==> src/rtl/rv_timer_dispatch_pkg.sv <==
// rv_timer_dispatch_pkg: shared state encoding and miss-counter constants for the timer interrupt dispatcher
package rv_timer_dispatch_pkg;
  typedef enum logic [1:0] {
    StIdle = 2'b00,
    StReq  = 2'b01,
    StHold = 2'b10
  } dispatch_state_e;
  localparam int MissCntW = 8;
  localparam logic [MissCntW-1:0] MissCntMax = {MissCntW{1'b1}};
endpackage

==> src/rtl/rv_timer_dispatch_lane.sv <==
// rv_timer_dispatch_lane: one hart's edge detect, pending flag, req/ack FSM, holdoff and optional miss counter
// Ports: clk_i/rst_ni (async active-low), intr_i timer level, en_i dispatch enable, holdoff_i idle cycles
//        after ack, ack_i hart accept, req_o request; miss_clr_i/miss_cnt_o only with RV_TIMER_DISPATCH_MISSCNT_EN
module rv_timer_dispatch_lane
  import rv_timer_dispatch_pkg::*;
#(
  parameter int HoldoffW = 8
) (
  input  logic                clk_i,
  input  logic                rst_ni,
  input  logic                intr_i,
  input  logic                en_i,
  input  logic [HoldoffW-1:0] holdoff_i,
  input  logic                ack_i,
  output logic                req_o
`ifdef RV_TIMER_DISPATCH_MISSCNT_EN
  ,
  input  logic                miss_clr_i,
  output logic [MissCntW-1:0] miss_cnt_o
`endif
);
  dispatch_state_e state_q, state_d;
  logic [HoldoffW-1:0] cnt_q, cnt_d;
  logic intr_q, pending_q, pending_d, rise, ack_ok, pend_now;
  always_comb begin
    rise      = intr_i & ~intr_q;
    ack_ok    = state_q == StReq && en_i && ack_i;
    pend_now  = pending_q | rise;
    // a new edge in the ack cycle keeps the event pending
    pending_d = rise | (pending_q & ~ack_ok);
    state_d   = state_q;
    cnt_d     = cnt_q;
    case (state_q)
      StIdle: state_d = pend_now && en_i ? StReq : StIdle;
      StReq: begin
        if (!en_i) state_d = StIdle;
        else if (ack_i) begin
          state_d = holdoff_i == '0 ? StIdle : StHold;
          cnt_d   = holdoff_i;
        end
      end
      StHold: begin
        cnt_d = cnt_q - 1'b1;
        // last holdoff cycle goes straight to REQ so the idle gap is exactly holdoff_i
        if (cnt_q == HoldoffW'(1)) state_d = pend_now && en_i ? StReq : StIdle;
      end
      default: state_d = StIdle;
    endcase
  end
  always_ff @(posedge clk_i or negedge rst_ni) begin
    if (!rst_ni) begin
      state_q   <= StIdle;
      cnt_q     <= '0;
      intr_q    <= 1'b0;
      pending_q <= 1'b0;
    end else begin
      state_q   <= state_d;
      cnt_q     <= cnt_d;
      intr_q    <= intr_i;
      pending_q <= pending_d;
    end
  end
  assign req_o = state_q == StReq;
`ifdef RV_TIMER_DISPATCH_MISSCNT_EN
  logic [MissCntW-1:0] miss_q;
  always_ff @(posedge clk_i or negedge rst_ni) begin
    if (!rst_ni) miss_q <= '0;
    else miss_q <= miss_clr_i ? '0 :
                   (rise && pending_q && !ack_ok && miss_q != MissCntMax) ? miss_q + 1'b1 : miss_q;
  end
  assign miss_cnt_o = miss_q;
`endif
endmodule

==> src/rtl/rv_timer_intr_dispatch.sv <==
// rv_timer_intr_dispatch: delivers per-hart rv_timer expiry levels to harts over independent req/ack lanes
// Ports: clk_i/rst_ni (async active-low), intr_timer_i[NHarts] expiry levels, en_i[NHarts] enables,
//        holdoff_i shared post-ack idle cycles, irq_ack_i/irq_req_o per-hart handshake;
//        miss_clr_i[NHarts]/miss_cnt_o[NHarts*8] present only with RV_TIMER_DISPATCH_MISSCNT_EN
module rv_timer_intr_dispatch
  import rv_timer_dispatch_pkg::*;
#(
  parameter int NHarts   = 2,
  parameter int HoldoffW = 8
) (
  input  logic                       clk_i,
  input  logic                       rst_ni,
  input  logic [NHarts-1:0]          intr_timer_i,
  input  logic [NHarts-1:0]          en_i,
  input  logic [HoldoffW-1:0]        holdoff_i,
  input  logic [NHarts-1:0]          irq_ack_i,
  output logic [NHarts-1:0]          irq_req_o
`ifdef RV_TIMER_DISPATCH_MISSCNT_EN
  ,
  input  logic [NHarts-1:0]          miss_clr_i,
  output logic [NHarts*MissCntW-1:0] miss_cnt_o
`endif
);
  for (genvar g = 0; g < NHarts; g++) begin : g_lane
    rv_timer_dispatch_lane #(.HoldoffW(HoldoffW)) u_lane (
      .clk_i     (clk_i),
      .rst_ni    (rst_ni),
      .intr_i    (intr_timer_i[g]),
      .en_i      (en_i[g]),
      .holdoff_i (holdoff_i),
      .ack_i     (irq_ack_i[g]),
      .req_o     (irq_req_o[g])
`ifdef RV_TIMER_DISPATCH_MISSCNT_EN
      ,
      .miss_clr_i(miss_clr_i[g]),
      .miss_cnt_o(miss_cnt_o[g*MissCntW +: MissCntW])
`endif
    );
  end
endmodule

==> config.mk <==
export PLATFORM = sky130hd
export DESIGN_NAME = rv_timer_intr_dispatch
export DESIGN_NICKNAME = d
export VERILOG_FILES = /design/src/rtl/rv_timer_dispatch_pkg.sv /design/src/rtl/rv_timer_dispatch_lane.sv /design/src/rtl/rv_timer_intr_dispatch.sv
export SDC_FILE = /design/constraint.sdc
export NUM_CORES = 1
export LEC_CHECK = 0
export ABC_CLOCK_PERIOD_IN_PS = 2250
export CORE_MARGIN = 2
export CORE_UTILIZATION = 30
export CTS_BUF_LIST = sky130_fd_sc_hd__clkbuf_2
export CTS_CLUSTER_DIAMETER = 40
export CTS_CLUSTER_SIZE = 24
export DETAILED_ROUTE_END_ITERATION = 12
export RECOVER_POWER = 25
export SYNTH_ARGS = -nofsm -noshare
export SYNTH_HDL_FRONTEND = slang
export SYNTH_SLANG_ARGS = --single-unit
==> constraint.sdc <==
create_clock -name clk_i -period 2.25 [get_ports clk_i]
set_input_delay 0.5625 -clock clk_i [delete_from_list [all_inputs] [get_ports clk_i]]
set_output_delay 0.5625 -clock clk_i [all_outputs]
set_load 0.02 [all_outputs]
==> results <==
- Overall power consumption after layout is estimated at 1.67 mW.
- The clock latency of the later-clocked register in the worst-skew pair is approximately 340 ps.
- The synthesized-area fraction occupied by adder cells is 3.69%.
- Counting cells, the worst reg-to-reg path comes to 3.
- The remaining number of nets flagged by the antenna check after routing is 0.
- The remaining global-route overflow is 0.
- In this run the count of I/O pins placed on the die edge is 18.
- TritonCTS built the clock tree.
- The net count of the finished layout is around 170.
- The number of placed instances with taps included is ~200.
- After synthesis the netlist holds a flip-flop and latch count of 24.
- By area, the combinational part of the netlist is dominated by simple AND/OR/NAND/NOR gates.
- The number of buffers and inverters on the critical path is 1.
- The post-route setup TNS is 0 ps.
- CTS built an H-tree with a depth of 1.
- The endpoint of the worst hold path is g_lane[1].u_lane.pending_q.
- Of the available clock period, the critical path in the final layout requires 95.3%.
- On the critical path, the stage with the largest delay is an instance of clkdlybuf4s50_1.
- The critical path data arrival time is approximately 1600 ps.
- In this run, the number of DRC markers left after iteration 0 of detailed routing was 58.
- Setup violations remaining at the end of the flow were counted as 0.
- The synthesized area is about 1400 um^2.
- The leakage power total is roughly 0.64 nW.
- The clock arrives with approximately 18 ps of skew.
- The die is between 70 and 80 um wide.
- The endpoint identified for the worst register-to-register timing path is g_lane[1].u_lane.cnt_q[7].
- The min-delay analysis places its worst path in the category reg2reg.
- The post-cts hold buffer count is 0.
- The startpoint type of the worst setup path is a register.
- The sum of net half-perimeters after detailed placement is 2300 um.
- Measured against its own limit, the worst slew margin works out to ~12%.
- The post-synth net total is 156.
- The clock tree root driver cell is clkbuf_2.
- The antenna cell count is 0.
- Walking the worst path, the cells encountered are nor2b_1 -> clkdlybuf4s50_1.
- Entering global routing, the biggest net connects 25 pins.
- The first detailed-routing pass took 4 iterations.
- The final estimated routing congestion in global placement is approximately 0.86.
- STA classifies the critical path endpoint as an output pin.
- The count of unique library cells instantiated by Yosys is 44.
- The worst register-to-register path has a setup slack of around 480 ps.
- Once layout is complete, the utilization of the core stands at between 30% and 40%.
- The die covers just over 5000 um^2.
- The biggest fanout along the worst timing path is 7.
- Clock tree synthesis found a total of 24 sinks.
- Summing the areas of all and, or, nand and nor instances in the mapped netlist gives 24.6% of the synthesized area.
- The placeable core region is roughly 4400 um^2.
- In this run the critical register-to-register path is launched from g_lane[1].u_lane.cnt_q[4].
- The row count is 24.
- The measured slew at the worst slew-check pin is about 1300 ps.
- The run finished with clean final reports.
- The critical path in this run is classified as reg2out.
- Max-cap violations in this run came to 0.
- The area growth from synthesis to layout is 16.3%.
- The final-layout worst hold slack is 486 ps.
- The average footprint of a synthesized cell is between 9 and 10 um^2.
- The count of placed standard cells in the final layout, fillers left out is around 200.
- The die is 71.2 um tall.
- The portion of synthesized area spent on multiplexers is under 10%.
- The synthesized netlist cell count is 136.
- The count of vias placed by the detailed router is between 1,000 and 1,500.
- The fraction of the mapped netlist area in compound gates is between 10% and 20%.
- The number of failing hold endpoints at the final stage was 0.
- The detailed-route wire length is between 3000 and 4000 um.
- Broken down by cell family, the worst path's largest delay share belongs to buffers and inverters.
- Setup repair after global routing left no endpoint under its margin.
- The initial antenna violation count came to 0.
- The hold path depth is 1.
- For this configuration, the core starts out at a cell density of 31.1%.
- After detailed routing, the number of remaining DRC violations is 0.
- The layout cell share with drive strength beyond 1 is ~7.3%.
- IR analysis of the VDD net gives a maximum drop of slightly below 0.3 mV.
- The synthesized design devotes to its leading area cell type around 44% of total area.
- For this design the ratio of total power to cell area is 1060 nW/um^2.
- The synthesized design spends more area on one cell type than any other, namely dfrtp_1.
- The routed design could run at a clock period as short as between 2000 and 2500 ps.
- The clock buffer count from CTS is 3.
- For the worst setup path, the data required time is between 1500 and 2000 ps.
- The first global-routing pass estimated 4900 um of wire.
- The share of the Yosys chip area taken by registers is 44.3%.
- In this run the deepest clock path goes through 2 buffers.
- The routed via count divided by cell count is 5.47.
- The all-layer global routing usage is 11.9%.
- The origin of the worst min-delay path is g_lane[1].u_lane.intr_q.
- The number of global-route vias before repair is roughly 1,100.
- Clock-pin slew was measured on the worst setup and hold paths at ~240 ps.
- Static timing analysis puts the maximum clock frequency at around 0.47 GHz.
- The xor and xnor area share after synthesis is 0%.
- After detailed routing, the average wire length per cell comes to 15.1 um.
- In this run the tool buffered the top-level ports with 17 buffer cells.
- The biggest cell delay along the critical path is between 600 and 700 ps.
- The count of yosys warnings during synthesis is 0.
- The number of max-slew violations in the final report is 0.
- Sorting the synthesized cells by area gives the leading types as dfrtp_1 (44%), ha_1 (3.7%), mux2i_1 (3.7%), nand3_1 (3.0%), or4_1 (2.8%).
[per-layer routing]
| metal | global-route usage (%) | part of all wire [%] | vias to the layer above |
|---|---|---|---|
| met5 | 0 | 0 | - |
| met4 | 2.73 | 1.0 | 0 |
| met3 | 2.81 | 3.9 | 4 |
| met2 | 22.6 | 50 | 26 |
| met1 | 13.3 | 45 | 536 |
| li1 | - | - | 545 |
[logic make-up (layout without fill, tap and decap cells)]
group,Yosys count,after routing
fa+ha+maj,4,4
flops,24,24
buf+inv,16,31
simple gates,56,56
compound gates,29,29
mux,7,7
[per-stage QoR]
stage	area [um^2]	worst slack [ps]
after floorplan	1360	631
after global placement	1560	290
after detailed placement	1560	273
after CTS	1570	15.6
after global routing	1580	8.22
final	1580	106
[repair_timing]
| action | in CTS | in global routing |
|---|---|---|
| endpoints found under the setup margin | 0 | 1 |
| gates resized for setup | 0 | 2 |
| setup buffers | 0 | 1 |
[synthesized netlist by cell type]
cell / number
or4_1: 5
o211a_1: 1
nand3_1: 8
a31oi_1: 1
buf_4: 3
nand2_1: 7
nand3b_1: 1
buf_2: 1
o2bb2ai_1: 1
nor2_1: 8
nor2b_1: 4
a311oi_1: 2
nand2b_1: 3
o21a_1: 1
o221a_2: 2
mux2i_1: 5
or2_0: 1
o311ai_0: 2
buf_1: 1
o311ai_1: 1
or4b_4: 1
inv_1: 8
and4b_1: 2
dfrtp_1: 24
o22ai_1: 3
buf_6: 1
nor4_1: 3
nor3b_1: 2
and4_1: 2
o211ai_1: 3
mux2_1: 1
nor4b_1: 1
a211oi_1: 1
o21ai_0: 4
a21o_1: 1
mux2_2: 1
o32ai_1: 1
a21oi_1: 3
nand4b_1: 2
clkbuf_1: 2
nor3_1: 5
a221o_1: 2
ha_1: 4
nand4_1: 1
[flip-flops by register name, indices dropped and copies added (netlist names)]
| signal | flops |
|---|---|
| g_lane.u_lane.cnt_q | 16 |
| g_lane.u_lane.state_q | 4 |
| g_lane.u_lane.intr_q | 2 |
| g_lane.u_lane.pending_q | 2 |
[report_power, final]
part           internal [mW]  switching (mW)  total [mW]  leakage, nW
sequential             0.617           0.211       0.828        0.278
combinational          0.332           0.339       0.671        0.348
clock                 0.0363           0.131       0.168       0.0125
[cell type report]
class                   count  area [um^2]
fillers                   451         2780
flip-flops and latches     24          603
repair buffers             20          189
clock buffers               3         15.0
well taps                  52         65.1
multi-input cells          96          676
inverters                   8         30.0
[cells in the final DEF, fill, tap and decap left out, types with 2 or more instances in the layout]
cell	instances
inv_1	8
o311ai_0	2
o211ai_1	3
nor4_1	3
nor3b_1	2
a21oi_1	3
and4_1	2
ha_1	4
and4b_1	2
dfrtp_2	2
or4_1	5
clkbuf_2	3
nand4b_1	2
mux2i_1	5
a311oi_1	2
clkdlybuf4s50_1	14
a221o_1	2
nor3_1	5
buf_4	2
nand2_1	7
o221a_2	2
nand3_1	8
dfrtp_1	22
nor2b_1	4
o21ai_0	4
dlygate4sd3_1	3
nand2b_1	3
o22ai_1	3
nor2_1	8
[worst reg2reg max path: stages, from the launching register on]
cell and delay, ps:
dfrtp_1 460, or4_1 660, or4_1 510, nand3_1 110
[worst max-delay path by stage]
| stage | end | depth (start not counted) | slack, ps | from |
|---|---|---|---|---|
| final | irq_req_o[1] | 2 | 110 | g_lane[1].u_lane.state_q[1] |
| after global routing | irq_req_o[1] | 2 | 8 | g_lane[1].u_lane.state_q[1] |
| after CTS | irq_req_o[1] | 2 | 20 | g_lane[1].u_lane.state_q[0] |
| after detailed placement | g_lane[0].u_lane.cnt_q[3] | 4 | 270 | en_i[0] |
| after global placement | g_lane[0].u_lane.cnt_q[3] | 4 | 290 | en_i[0] |
| after floorplan | g_lane[1].u_lane.cnt_q[7] | 4 | 630 | g_lane[1].u_lane.cnt_q[4] |
Power figures use the tool's default switching activity.
